File: src/rtl/button_debouncer_pkg.sv
// -----------------------------------------------------------------------------
// button_debouncer_pkg
//  Shared definitions for the push-button conditioning block:
//   - default timing parameters for a 50 MHz system clock
//   - board button index constants (north/east/south/west)
//   - repeat-phase state type used when BTN_REPEAT_EN is defined
// -----------------------------------------------------------------------------
package button_debouncer_pkg;

  // Defaults at 50 MHz: 10 ms debounce, 500 ms first repeat, 100 ms repeat.
  localparam int unsigned DEF_NUM_BTN         = 4;
  localparam int unsigned DEF_DEBOUNCE_CYCLES = 500_000;
  localparam int unsigned DEF_CNT_W           = 19;
  localparam int unsigned DEF_REPEAT_DELAY    = 25_000_000;
  localparam int unsigned DEF_REPEAT_PERIOD   = 5_000_000;
  localparam int unsigned DEF_RPT_W           = 25;

  // Board button indices into btn_in / btn_level / btn_press / btn_release.
  localparam int unsigned BTN_NORTH = 0;
  localparam int unsigned BTN_EAST  = 1;
  localparam int unsigned BTN_SOUTH = 2;
  localparam int unsigned BTN_WEST  = 3;

  // Auto-repeat phase of one channel: idle while released, waiting out the
  // initial delay, then strobing on the shorter period.
  typedef enum logic [1:0] {
    RPT_IDLE   = 2'd0,
    RPT_DELAY  = 2'd1,
    RPT_PERIOD = 2'd2
  } rpt_state_e;

endpackage

File: src/rtl/debounce_chan.sv
// -----------------------------------------------------------------------------
// debounce_chan
//  One push-button channel: two-flop synchroniser, debounce counter,
//  debounced level and registered one-cycle press/release strobes.
//  Optional auto-repeat of the press strobe when BTN_REPEAT_EN is defined.
//
//  Ports
//   i_clk      in   system clock
//   i_rst      in   synchronous active-high reset
//   i_btn      in   raw asynchronous button pin, active-high
//   o_level    out  debounced button state
//   o_press    out  one-cycle strobe on accepted 0->1 (and on repeats)
//   o_release  out  one-cycle strobe on accepted 1->0
//
//  Configuration macro: BTN_REPEAT_EN
// -----------------------------------------------------------------------------
module debounce_chan
  import button_debouncer_pkg::*;
#(
  parameter int unsigned DEBOUNCE_CYCLES = DEF_DEBOUNCE_CYCLES,
  parameter int unsigned CNT_W           = DEF_CNT_W
`ifdef BTN_REPEAT_EN
  ,
  parameter int unsigned REPEAT_DELAY    = DEF_REPEAT_DELAY,
  parameter int unsigned REPEAT_PERIOD   = DEF_REPEAT_PERIOD,
  parameter int unsigned RPT_W           = DEF_RPT_W
`endif
) (
  input  logic i_clk,
  input  logic i_rst,
  input  logic i_btn,
  output logic o_level,
  output logic o_press,
  output logic o_release
);

  localparam logic [CNT_W-1:0] CNT_LAST = CNT_W'(DEBOUNCE_CYCLES - 1);

  logic             r_sync1;
  logic             r_sync2;
  logic             r_level;
  logic             r_press;
  logic             r_release;
  logic [CNT_W-1:0] r_cnt;

  logic w_diff;
  logic w_accept;
  logic w_rpt_fire;

  // Synchronised input disagrees with the debounced level; once it has done
  // so for DEBOUNCE_CYCLES consecutive samples the new value is accepted.
  assign w_diff   = r_sync2 ^ r_level;
  assign w_accept = w_diff && (r_cnt == CNT_LAST);

  always_ff @(posedge i_clk) begin
    if (i_rst) begin
      r_sync1   <= 1'b0;
      r_sync2   <= 1'b0;
      r_cnt     <= '0;
      r_level   <= 1'b0;
      r_press   <= 1'b0;
      r_release <= 1'b0;
    end else begin
      r_sync1 <= i_btn;
      r_sync2 <= r_sync1;

      // Any agreement restarts the count, so short glitches never complete it.
      if (!w_diff || w_accept) begin
        r_cnt <= '0;
      end else begin
        r_cnt <= r_cnt + 1'b1;
      end

      if (w_accept) begin
        r_level <= r_sync2;
      end

      // Strobes rise together with the level change they announce.
      r_press   <= (w_accept && r_sync2) || w_rpt_fire;
      r_release <= w_accept && !r_sync2;
    end
  end

`ifdef BTN_REPEAT_EN
  localparam logic [RPT_W-1:0] RPT_DELAY_LAST  = RPT_W'(REPEAT_DELAY - 1);
  localparam logic [RPT_W-1:0] RPT_PERIOD_LAST = RPT_W'(REPEAT_PERIOD - 1);

  rpt_state_e       r_rpt_state;
  rpt_state_e       w_rpt_state_nxt;
  logic [RPT_W-1:0] r_rpt_cnt;
  logic [RPT_W-1:0] w_rpt_cnt_nxt;

  always_ff @(posedge i_clk) begin
    if (i_rst) begin
      r_rpt_state <= RPT_IDLE;
      r_rpt_cnt   <= '0;
    end else begin
      r_rpt_state <= w_rpt_state_nxt;
      r_rpt_cnt   <= w_rpt_cnt_nxt;
    end
  end

  // In the DELAY/PERIOD phases the level is 1, so any acceptance there is a
  // release and takes priority over a repeat landing on the same edge.
  always_comb begin
    w_rpt_state_nxt = r_rpt_state;
    w_rpt_cnt_nxt   = r_rpt_cnt;
    w_rpt_fire      = 1'b0;
    case (r_rpt_state)
      RPT_IDLE: begin
        if (w_accept && r_sync2) begin
          w_rpt_state_nxt = RPT_DELAY;
          w_rpt_cnt_nxt   = '0;
        end
      end
      RPT_DELAY: begin
        if (w_accept) begin
          w_rpt_state_nxt = RPT_IDLE;
          w_rpt_cnt_nxt   = '0;
        end else if (r_rpt_cnt == RPT_DELAY_LAST) begin
          w_rpt_fire      = 1'b1;
          w_rpt_state_nxt = RPT_PERIOD;
          w_rpt_cnt_nxt   = '0;
        end else begin
          w_rpt_cnt_nxt = r_rpt_cnt + 1'b1;
        end
      end
      RPT_PERIOD: begin
        if (w_accept) begin
          w_rpt_state_nxt = RPT_IDLE;
          w_rpt_cnt_nxt   = '0;
        end else if (r_rpt_cnt == RPT_PERIOD_LAST) begin
          w_rpt_fire    = 1'b1;
          w_rpt_cnt_nxt = '0;
        end else begin
          w_rpt_cnt_nxt = r_rpt_cnt + 1'b1;
        end
      end
      default: begin
        w_rpt_state_nxt = RPT_IDLE;
        w_rpt_cnt_nxt   = '0;
      end
    endcase
  end
`else
  assign w_rpt_fire = 1'b0;
`endif

  assign o_level   = r_level;
  assign o_press   = r_press;
  assign o_release = r_release;

endmodule

File: src/rtl/button_debouncer.sv
// -----------------------------------------------------------------------------
// button_debouncer
//  Input-side conditioning for the board push-buttons. Each of NUM_BTN raw
//  pins is synchronised, debounced independently and turned into a clean
//  level plus one-cycle press/release strobes.
//
//  Ports
//   clk          in   system clock (50 MHz)
//   rst          in   synchronous active-high reset
//   btn_in       in   [NUM_BTN] raw asynchronous button pins, active-high
//   btn_level    out  [NUM_BTN] debounced button state
//   btn_press    out  [NUM_BTN] one-cycle strobe on accepted press / repeat
//   btn_release  out  [NUM_BTN] one-cycle strobe on accepted release
//
//  Configuration macro: BTN_REPEAT_EN (auto-repeat of btn_press while held)
// -----------------------------------------------------------------------------
module button_debouncer
  import button_debouncer_pkg::*;
#(
  parameter int unsigned NUM_BTN         = DEF_NUM_BTN,
  parameter int unsigned DEBOUNCE_CYCLES = DEF_DEBOUNCE_CYCLES,
  parameter int unsigned CNT_W           = DEF_CNT_W,
  parameter int unsigned REPEAT_DELAY    = DEF_REPEAT_DELAY,
  parameter int unsigned REPEAT_PERIOD   = DEF_REPEAT_PERIOD,
  parameter int unsigned RPT_W           = DEF_RPT_W
) (
  input  logic               clk,
  input  logic               rst,
  input  logic [NUM_BTN-1:0] btn_in,
  output logic [NUM_BTN-1:0] btn_level,
  output logic [NUM_BTN-1:0] btn_press,
  output logic [NUM_BTN-1:0] btn_release
);

  for (genvar g = 0; g < NUM_BTN; g++) begin : g_chan
    debounce_chan #(
      .DEBOUNCE_CYCLES (DEBOUNCE_CYCLES),
      .CNT_W           (CNT_W)
`ifdef BTN_REPEAT_EN
      ,
      .REPEAT_DELAY    (REPEAT_DELAY),
      .REPEAT_PERIOD   (REPEAT_PERIOD),
      .RPT_W           (RPT_W)
`endif
    ) u_chan (
      .i_clk     (clk),
      .i_rst     (rst),
      .i_btn     (btn_in[g]),
      .o_level   (btn_level[g]),
      .o_press   (btn_press[g]),
      .o_release (btn_release[g])
    );
  end

`ifndef BTN_REPEAT_EN
  // Repeat parameters stay on the interface so both builds accept the same
  // override list; without the repeat feature they drive nothing.
  if ((RPT_W == 0) && (REPEAT_DELAY == 0) && (REPEAT_PERIOD == 0)) begin : g_rpt_ignored
  end
`endif

endmodule
File: config.mk
export PLATFORM = sky130hd
export DESIGN_NAME = button_debouncer
export DESIGN_NICKNAME = d
export VERILOG_FILES = /design/src/rtl/button_debouncer_pkg.sv /design/src/rtl/debounce_chan.sv /design/src/rtl/button_debouncer.sv
export SDC_FILE = /design/constraint.sdc
export NUM_CORES = 1
export LEC_CHECK = 0
export CORE_AREA = 2 2 87 89
export CTS_CLUSTER_SIZE = 25
export DETAILED_ROUTE_END_ITERATION = 7
export DIE_AREA = 0 0 89 91
export HOLD_SLACK_MARGIN = 0.15
export MAX_ROUTING_LAYER = met4
export PLACE_DENSITY = 0.78
export SYNTH_ARGS = -nofsm -noshare
export SYNTH_HDL_FRONTEND = slang
export SYNTH_SLANG_ARGS = --single-unit
File: constraint.sdc
create_clock -name clk -period 2 [get_ports clk]
set_clock_uncertainty 0.05 [all_clocks]
set_input_delay 0.4 -clock clk [delete_from_list [all_inputs] [get_ports clk]]
set_output_delay 0.4 -clock clk [all_outputs]
set_load 0.02 [all_outputs]
==> results of run 1 <==
metal layers:
layer  share of wire, %  vias to the layer above  GRT usage (%)
met2                 46                       41           31.5
met4                1.6                        0           8.08
met3                2.8                        9           5.09
met5                  0                        -              -
met1                 49                     1485           26.2
li1                   -                     1653              -
state kept, by name, indices dropped and copies added (netlist names):
name                     flops
g_chan.u_chan.r_cnt         76
g_chan.u_chan.o_level        4
g_chan.u_chan.o_press        4
g_chan.u_chan.o_release      4
g_chan.u_chan.r_sync1        4
g_chan.u_chan.r_sync2        4
layout by cell type (no fill, tap or decap), types with 7 or more instances in the layout:
cell	n
sky130_fd_sc_hd__a21oi_1	7
sky130_fd_sc_hd__and3_1	9
sky130_fd_sc_hd__buf_4	9
sky130_fd_sc_hd__clkbuf_8	9
sky130_fd_sc_hd__clkdlybuf4s50_1	17
sky130_fd_sc_hd__dfxtp_1	96
sky130_fd_sc_hd__inv_1	15
sky130_fd_sc_hd__nand2_1	16
sky130_fd_sc_hd__nand2b_1	7
sky130_fd_sc_hd__nand3_1	25
sky130_fd_sc_hd__nand4_1	21
sky130_fd_sc_hd__nor2_1	88
sky130_fd_sc_hd__nor2b_1	8
sky130_fd_sc_hd__nor3_1	18
sky130_fd_sc_hd__nor4_1	25
sky130_fd_sc_hd__xnor2_1	50
sky130_fd_sc_hd__xor2_1	13
power by group through the flow:
stage	Sequential (mW)	Combinational (mW)	Clock, mW
global route	1.93	0.0595	1.35
detailed placement	1.97	0.0545	0
finish	1.93	0.0538	1.23
global placement	1.97	0.0537	0
floorplan	1.97	0.0314	0
CTS	1.93	0.0548	1.27
stage by stage:
step                      util, %  cells
after floorplan                 -    470
after global placement       62.3    574
after detailed placement     62.3    574
after CTS                    65.0    590
after global routing         65.0    590
final                        65.0    590
cells by family after synthesis:
| kind of cell | count (synthesis) |
|---|---|
| compound gates | 24 |
| xor+xnor | 63 |
| fa+ha+maj | 4 |
| buf+inv | 37 |
| flops | 96 |
| mux | 3 |
| simple gates | 243 |
area by class of cell:
type	instances	area (µm²)	share of cell area [%]
Timing Repair Buffer	27	258	5.56
Tap cell	99	124	2.67
Clock buffer	11	131	2.83
Multi-Input combinational cell	337	2090	45.0
Inverter	15	56.3	1.21
Sequential cell	96	1920	41.5
Clock inverter	5	56.3	1.21
synth_stat cells:
| library cell | count |
|---|---|
| sky130_fd_sc_hd__nor4_2 | 3 |
| sky130_fd_sc_hd__o21ai_2 | 3 |
| sky130_fd_sc_hd__clkbuf_1 | 5 |
| sky130_fd_sc_hd__buf_2 | 2 |
| sky130_fd_sc_hd__and3_1 | 9 |
| sky130_fd_sc_hd__o21bai_2 | 1 |
| sky130_fd_sc_hd__o21ai_0 | 5 |
| sky130_fd_sc_hd__nor3_1 | 18 |
| sky130_fd_sc_hd__and4_1 | 1 |
| sky130_fd_sc_hd__nand3_4 | 2 |
| sky130_fd_sc_hd__nor2_1 | 88 |
| sky130_fd_sc_hd__inv_1 | 15 |
| sky130_fd_sc_hd__xor2_1 | 13 |
| sky130_fd_sc_hd__buf_6 | 1 |
| sky130_fd_sc_hd__ha_1 | 4 |
| sky130_fd_sc_hd__nor2b_1 | 8 |
| sky130_fd_sc_hd__nand3_1 | 25 |
| sky130_fd_sc_hd__and3b_1 | 3 |
| sky130_fd_sc_hd__or3_1 | 2 |
| sky130_fd_sc_hd__nor4bb_1 | 3 |
| sky130_fd_sc_hd__and4_4 | 2 |
| sky130_fd_sc_hd__nor4b_1 | 4 |
| sky130_fd_sc_hd__nand4_1 | 21 |
| sky130_fd_sc_hd__o221ai_1 | 3 |
| sky130_fd_sc_hd__nor3b_1 | 3 |
| sky130_fd_sc_hd__buf_4 | 14 |
| sky130_fd_sc_hd__a21oi_1 | 7 |
| sky130_fd_sc_hd__or2_1 | 1 |
| sky130_fd_sc_hd__o31ai_1 | 2 |
| sky130_fd_sc_hd__mux2i_1 | 3 |
| sky130_fd_sc_hd__nor4_1 | 25 |
| sky130_fd_sc_hd__a211oi_1 | 3 |
| sky130_fd_sc_hd__nand2b_1 | 7 |
| sky130_fd_sc_hd__or4_1 | 2 |
| sky130_fd_sc_hd__dfxtp_1 | 96 |
| sky130_fd_sc_hd__xnor2_1 | 50 |
| sky130_fd_sc_hd__nand2_1 | 16 |
how the worst max path moves through the flow:
| stage | from | endpoint | cells after the start |
|---|---|---|---|
| after detailed placement | rst | g_chan[2].u_chan.r_cnt[17] | 6 |
| after CTS | g_chan[0].u_chan.o_level | btn_level[0] | 1 |
| after floorplan | g_chan[2].u_chan.r_cnt[0] | g_chan[2].u_chan.r_cnt[18] | 5 |
| after global placement | rst | g_chan[2].u_chan.r_cnt[17] | 6 |
| final | g_chan[0].u_chan.o_level | btn_level[0] | 1 |
| after global routing | g_chan[2].u_chan.r_cnt[0] | g_chan[2].u_chan.r_cnt[18] | 5 |
==> impl_results.md, run 1 <==
* Status: complete, no violations
* Number of warnings reported in the yosys synthesis log at 0
* Total wire length after detailed routing at 7460 µm
* Worst Reg-to-Reg Cells at 5
* Static Leakage at 1.32 nW
* Hold endpoint: g_chan[0].u_chan.r_sync2
* Share of the synthesized area in the top cell type at 45.6%
* Leading post-synthesis cells by cell area: sky130_fd_sc_hd__dfxtp_1, sky130_fd_sc_hd__xnor2_1, sky130_fd_sc_hd__nor2_1
* Fillcell total at 608
* DRC violations left at 0
* Hold Vio Cnt, Final at 0
* Tightest Pin Transition at 0.454 ns
* Simple-gate share of the synthesized area at 30.7%
* Remaining antenna violation count at 0
* Remaining global-route overflow at 0
* Fin crit period at 1.83 ns
* Final cycle utilization of the critical path at 91.4%
* Synth Area in Adders at 1.19%
* Crit path buffers/inverters at 1
* Number of buffers added for setup after CTS at 0
* CP Data Arrival Time at 1.38 ns
* Slack of the worst reg-to-reg path at 0.20 ns
* Cell family with most CP delay: buffers and inverters
* Power density cells at 693 nW/µm²
* Beginning of the worst hold path: g_chan[0].u_chan.r_sync1
* Proportion of layout cells with a drive suffix above 1 at 7.13%
* Die height at 91 µm
* Sum Neg Setup Slack at 0 ns
* # clock sinks at 96
* Cell with the largest stage delay on the worst path: sky130_fd_sc_hd__clkdlybuf4s50_1
* Port Buf Inserts at 17
* Final setup violation count at 0
* Net count after synthesis at 480
* Pre-CTS setup slack at 0.209 ns
* Part of the Yosys area used for sequential elements at 45.6%
* Total power of the final layout at 3.21 mW
* R2r startpoint: g_chan[2].u_chan.r_cnt[0]
* Number of distinct library cells after synthesis at 37
* Dominant combinational cell family by area after synthesis: simple AND/OR/NAND/NOR gates
* Placed Area at 4450 µm²
* Part of the total power dissipated in sequential elements at 60.0%
* Max_cap viols at 0
* Initial antenna violation count at 0
* Seq cells post-synth at 96
* Worst path cell trace: clkdlybuf4s50_1
* Sw Ratio at 21.4%
* Detailed-route via count at 3188
* Post-Route Hold Slack at 0.390 ns
* Detailed-routing iteration count for the pre-antenna-repair pass at 5
* Starting density of the core at 59.0%
* Portion of netlist area occupied by mux cells at 0.713%
* Count of hold-fix buffers inserted at cts at 0
* Maximum net fanout on the critical path at 3
* Die area at 8100 µm²
* Std-Cell Core Area at 7140 µm²
* Mean cell area of the mapped netlist at 8.96 µm²
* WL/cell at 12.6 µm
* Number of global-route vias before repair at 2961
* RSZ-0062 raised after global routing: no
* Final net count at 496
* Critical Path Start Type: flip-flop
* Hold WC Path Type: flip-flop to flip-flop
* TritonCTS clock tree: yes
* Top-Level Pins at 18
* Skew-Pair Late Insertion Delay at 0.36 ns
* Pin count of the biggest net entering global routing at 23
* Endpoint of the lowest-slack register-to-register path: g_chan[2].u_chan.r_cnt[18]
* Per-cell via count in the routed design at 5.40
* Largest area contributor in the synthesized netlist: sky130_fd_sc_hd__dfxtp_1
* GPL Wtd Cong at 0.872
* Number of max-slew violations in the final report at 0
* Master cell of the clock root buffer: sky130_fd_sc_hd__clkbuf_8
* Total global-route track usage at 20.7%
* Global-route wire length before repair at 13100 µm
* Combinational cell fraction of total power at 1.7%
* Final non-filler cell area at 4640 µm²
* Clock buffer count from CTS at 9
* Initial DRC count at 125
* Count of mapped cells out of synthesis at 470
* Layout area overhead at 10.1%
* Final worst-path setup slack at 0.171 ns
* Relative max-transition margin at 69.5%
* Number of standard-cell rows in the floorplan at 31
* Post-detail-place hpwl at 5160 µm
* PostCTS Resize Cnt at 0
* Critical Path End Type: output pin
* Die Span X at 89 µm
* Post-synthesis instance area at 4210 µm²
* Number of diodes at 0
* Largest stage delay on the critical path at 0.63 ns
* Worst-case clock buffer depth at 2
* Synth Area in Compound Gates at 3.83%
* Maximum vdd drop at 0.341 mV
* Setup Crit Path Kind: flip-flop to output pin
* Critical path data required time at 1.55 ns
* Net switching power figure at 0.686 mW
* Achievable clock frequency at 547 MHz
* Internal Power at 2.53 mW
* Clk slew on worst S/H paths at 0.09 ns
* Synth Area in XOR/XNOR at 13.1%
* Cell depth of the worst min-delay path at 1
* CTS H-tree depth at 3
* Relative contribution of the clock network to total power at 38.4%
(Power assumes the default switching activity.)
==> run 2, diff against run 1 <==
--- a/config.mk
+++ b/config.mk
@@ -12,6 +12,8 @@
 export HOLD_SLACK_MARGIN = 0.15
 export MAX_ROUTING_LAYER = met4
 export PLACE_DENSITY = 0.78
+export RECOVER_POWER = 25
+export SETUP_SLACK_MARGIN = 0.5
 export SYNTH_ARGS = -nofsm -noshare
 export SYNTH_HDL_FRONTEND = slang
 export SYNTH_SLANG_ARGS = --single-unit
==> run 2 against run 1 <==
- sequential share of layout area fell by 7.5 points
- highest routed layer unchanged
- register-to-register slack about the same
- clock power rose by 27%
- critical path type is now flip-flop to flip-flop
- largest power group unchanged
- setup slack better by 0.015 ns
- total power rose by 10%
==> impl_results.md, run 2 (synthesis results as in run 1) <==
* Status: complete, no violations
* DRC violations left at 0 (unchanged)
* TritonCTS clock tree: yes
* CP Data Arrival Time at 2.02 ns (+0.64 ns)
* Pin count of the biggest net entering global routing at 18 (-22%)
* Proportion of layout cells with a drive suffix above 1 at 40.6% (+33 points)
* Die area at 8100 µm² (unchanged)
* Critical Path Start Type: flip-flop
* Static Leakage at 2.00 nW (+51%)
* Detailed-routing iteration count for the pre-antenna-repair pass at 4 (-1)
* Sum Neg Setup Slack at 0 ns (unchanged)
* Max_cap viols at 0 (unchanged)
* GPL Wtd Cong at 0.829 (-4.9%)
* Detailed-route via count at 3877 (+22%)
* Clock buffer count from CTS at 9 (unchanged)
* Number of max-slew violations in the final report at 0 (unchanged)
* Port Buf Inserts at 17 (unchanged)
* Die Span X at 89 µm (unchanged)
* Number of global-route vias before repair at 3594 (+21%)
* Starting density of the core at 59.0% (unchanged)
* Placed Area at 4540 µm² (+2.1%)
* Number of diodes at 0 (unchanged)
* Final non-filler cell area at 6000 µm² (+30%)
* # clock sinks at 96 (unchanged)
* Flip-flop count of the largest register after layout at 76 (unchanged)
* Worst-case clock buffer depth at 2 (unchanged)
* Total wire length after detailed routing at 12400 µm (+66%)
* Maximum net fanout on the critical path at 6 (+3)
* Beginning of the worst hold path: g_chan[1].u_chan.r_sync1
* Cell with the largest stage delay on the worst path: sky130_fd_sc_hd__clkbuf_1
* Core occupancy in the finished layout at 84.1% (+19 points)
* Remaining global-route overflow at 0 (unchanged)
* Initial DRC count at 200 (+60%)
* Final net count at 559 (+13%)
* Layout area overhead at 42.6%
* Worst path cell trace: ha_4 > nand4_1 > clkbuf_1 > buf_4 > nor2_2 > xnor2_1 > nor2_1
* Top-Level Pins at 18 (unchanged)
* Fin crit period at 1.81 ns (-0.0146 ns)
* Die height at 91 µm (unchanged)
* Most frequent cells in the layout: sky130_fd_sc_hd__nor2_1, sky130_fd_sc_hd__buf_4, sky130_fd_sc_hd__xnor2_1, sky130_fd_sc_hd__dfxtp_1, sky130_fd_sc_hd__dfxtp_2
* Clk slew on worst S/H paths at 0.10 ns (about the same)
* Power density cells at 590 nW/µm² (-15%)
* Post-detail-place hpwl at 5340 µm (+3.5%)
* Most common cell after layout, fill and taps aside: sky130_fd_sc_hd__nor2_1
* Critical path data required time at 2.21 ns (+0.66 ns)
* Remaining antenna violation count at 0 (unchanged)
* Final cycle utilization of the critical path at 90.7% (-0.73 points)
* Initial antenna violation count at 0 (unchanged)
* Number of standard-cell rows in the floorplan at 31 (unchanged)
* Crit path buffers/inverters at 2 (+1)
* Maximum vdd drop at 0.484 mV (+42%)
* Total global-route track usage at 26.5% (+5.9 points)
* Worst Reg-to-Reg Cells at 7 (+2)
* Pre-CTS setup slack at 0.172 ns (-0.0374 ns)
* Hold Vio Cnt, Final at 0 (unchanged)
* Per-cell via count in the routed design at 5.94 (+9.9%)
* Hold endpoint: g_chan[1].u_chan.r_sync2
* Std-Cell Core Area at 7140 µm² (unchanged)
* Skew-Pair Late Insertion Delay at 0.36 ns (about the same)
* Fillcell total at 377 (-38%)
* CTS H-tree depth at 3 (unchanged)
* Achievable clock frequency at 551 MHz (+0.80%)
* Tightest Pin Transition at 0.547 ns (+0.0928 ns)
* R2r startpoint: g_chan[1].u_chan.r_cnt[0]
* RSZ-0062 raised after global routing: yes
* Global-route wire length before repair at 16700 µm (+28%)
* WL/cell at 18.9 µm (+50%)
* Hold WC Path Type: flip-flop to flip-flop
* Master cell of the clock root buffer: sky130_fd_sc_hd__clkbuf_8
* Final setup violation count at 0 (unchanged)
* Critical Path End Type: flip-flop
* Endpoint of the lowest-slack register-to-register path: g_chan[1].u_chan.r_cnt[6]
* Biggest register: g_chan.u_chan.r_cnt
* Final worst-path setup slack at 0.186 ns (+0.0146 ns)
* Setup Crit Path Kind: flip-flop to flip-flop
* Slack of the worst reg-to-reg path at 0.19 ns (about the same)
* Cell family with most CP delay: buffers and inverters
* Relative max-transition margin at 63.5% (-5.9 points)
* Largest stage delay on the critical path at 0.45 ns (-0.18 ns)
* Cell depth of the worst min-delay path at 1 (unchanged)
==> run 2: cell types whose count changed in the layout (fill, tap and decap cells not counted), moves of 9 or more <==
cell | previous run | this run
sky130_fd_sc_hd__dfxtp_2 | 0 | 28
sky130_fd_sc_hd__nor4_1 | 25 | 5
sky130_fd_sc_hd__buf_6 | 0 | 12
sky130_fd_sc_hd__nor2_2 | 0 | 12
sky130_fd_sc_hd__nor4_4 | 0 | 16
sky130_fd_sc_hd__buf_4 | 9 | 51
sky130_fd_sc_hd__nor2_1 | 88 | 67
sky130_fd_sc_hd__dfxtp_1 | 96 | 46
sky130_fd_sc_hd__clkdlybuf4s50_1 | 17 | 4
sky130_fd_sc_hd__nor2_4 | 0 | 9
sky130_fd_sc_hd__dfxtp_4 | 0 | 22
==> run 2: how the worst max path moves through the flow <==
stage,from,to,slack (ns),cells past startpoint
2_1_floorplan,g_chan[2].u_chan.r_cnt[9],g_chan[2].u_chan.r_cnt[11],0.46,6
3_3_place_gp,rst,g_chan[1].u_chan.r_cnt[15],0.19,5
3_5_place_dp,rst,g_chan[0].u_chan.r_cnt[3],0.17,5
4_1_cts,g_chan[2].u_chan.r_cnt[1],g_chan[2].u_chan.r_cnt[18],0.42,5
5_1_grt,g_chan[1].u_chan.r_cnt[0],g_chan[1].u_chan.r_cnt[6],0.15,7
6_report,g_chan[1].u_chan.r_cnt[0],g_chan[1].u_chan.r_cnt[6],0.19,7
==> run 2: where the power goes <==
part	total [mW]	internal [mW]	switching (mW)
sequential	1.90	1.89	0.00818
clock	1.56	0.866	0.694
combinational	0.0824	0.0414	0.0410
==> run 2: what timing repair did <==
item | in CTS | in global routing
hold endpoints to repair | 0 | 0
resized for setup | 108 | 109
hold buffers | 0 | 0
pin swaps | 31 | 48
endpoints found under the setup margin | 96 | 89
setup buffers | 40 | 21
gates cloned | 1 | 3
==> run 2: final cells by class <==
type,instances,area (µm²),area share (%)
clock inverter,5,104,1.73
sequential,96,2040,34.0
timing repair buffer,89,803,13.4
tap,99,124,2.06
multi-input combinational,338,2740,45.6
clock buffer,11,141,2.35
inverter,15,56.3,0.938
==> run 2: per-layer routing <==
layer / GRT usage, % / wire length [µm]
met5: - / 0
met4: 11.2 / 556
met3: 5.36 / 604
met2: 42.2 / 6140
met1: 32.5 / 5060
==> run 2: through the flow <==
step	hold WS (ns)	power [mW]	instances
finish	0.402	3.54	653
floorplan	0.364	2.00	470
global placement	0.373	2.02	572
global route	0.408	3.62	653
detailed placement	0.376	2.02	572
CTS	0.384	3.51	629
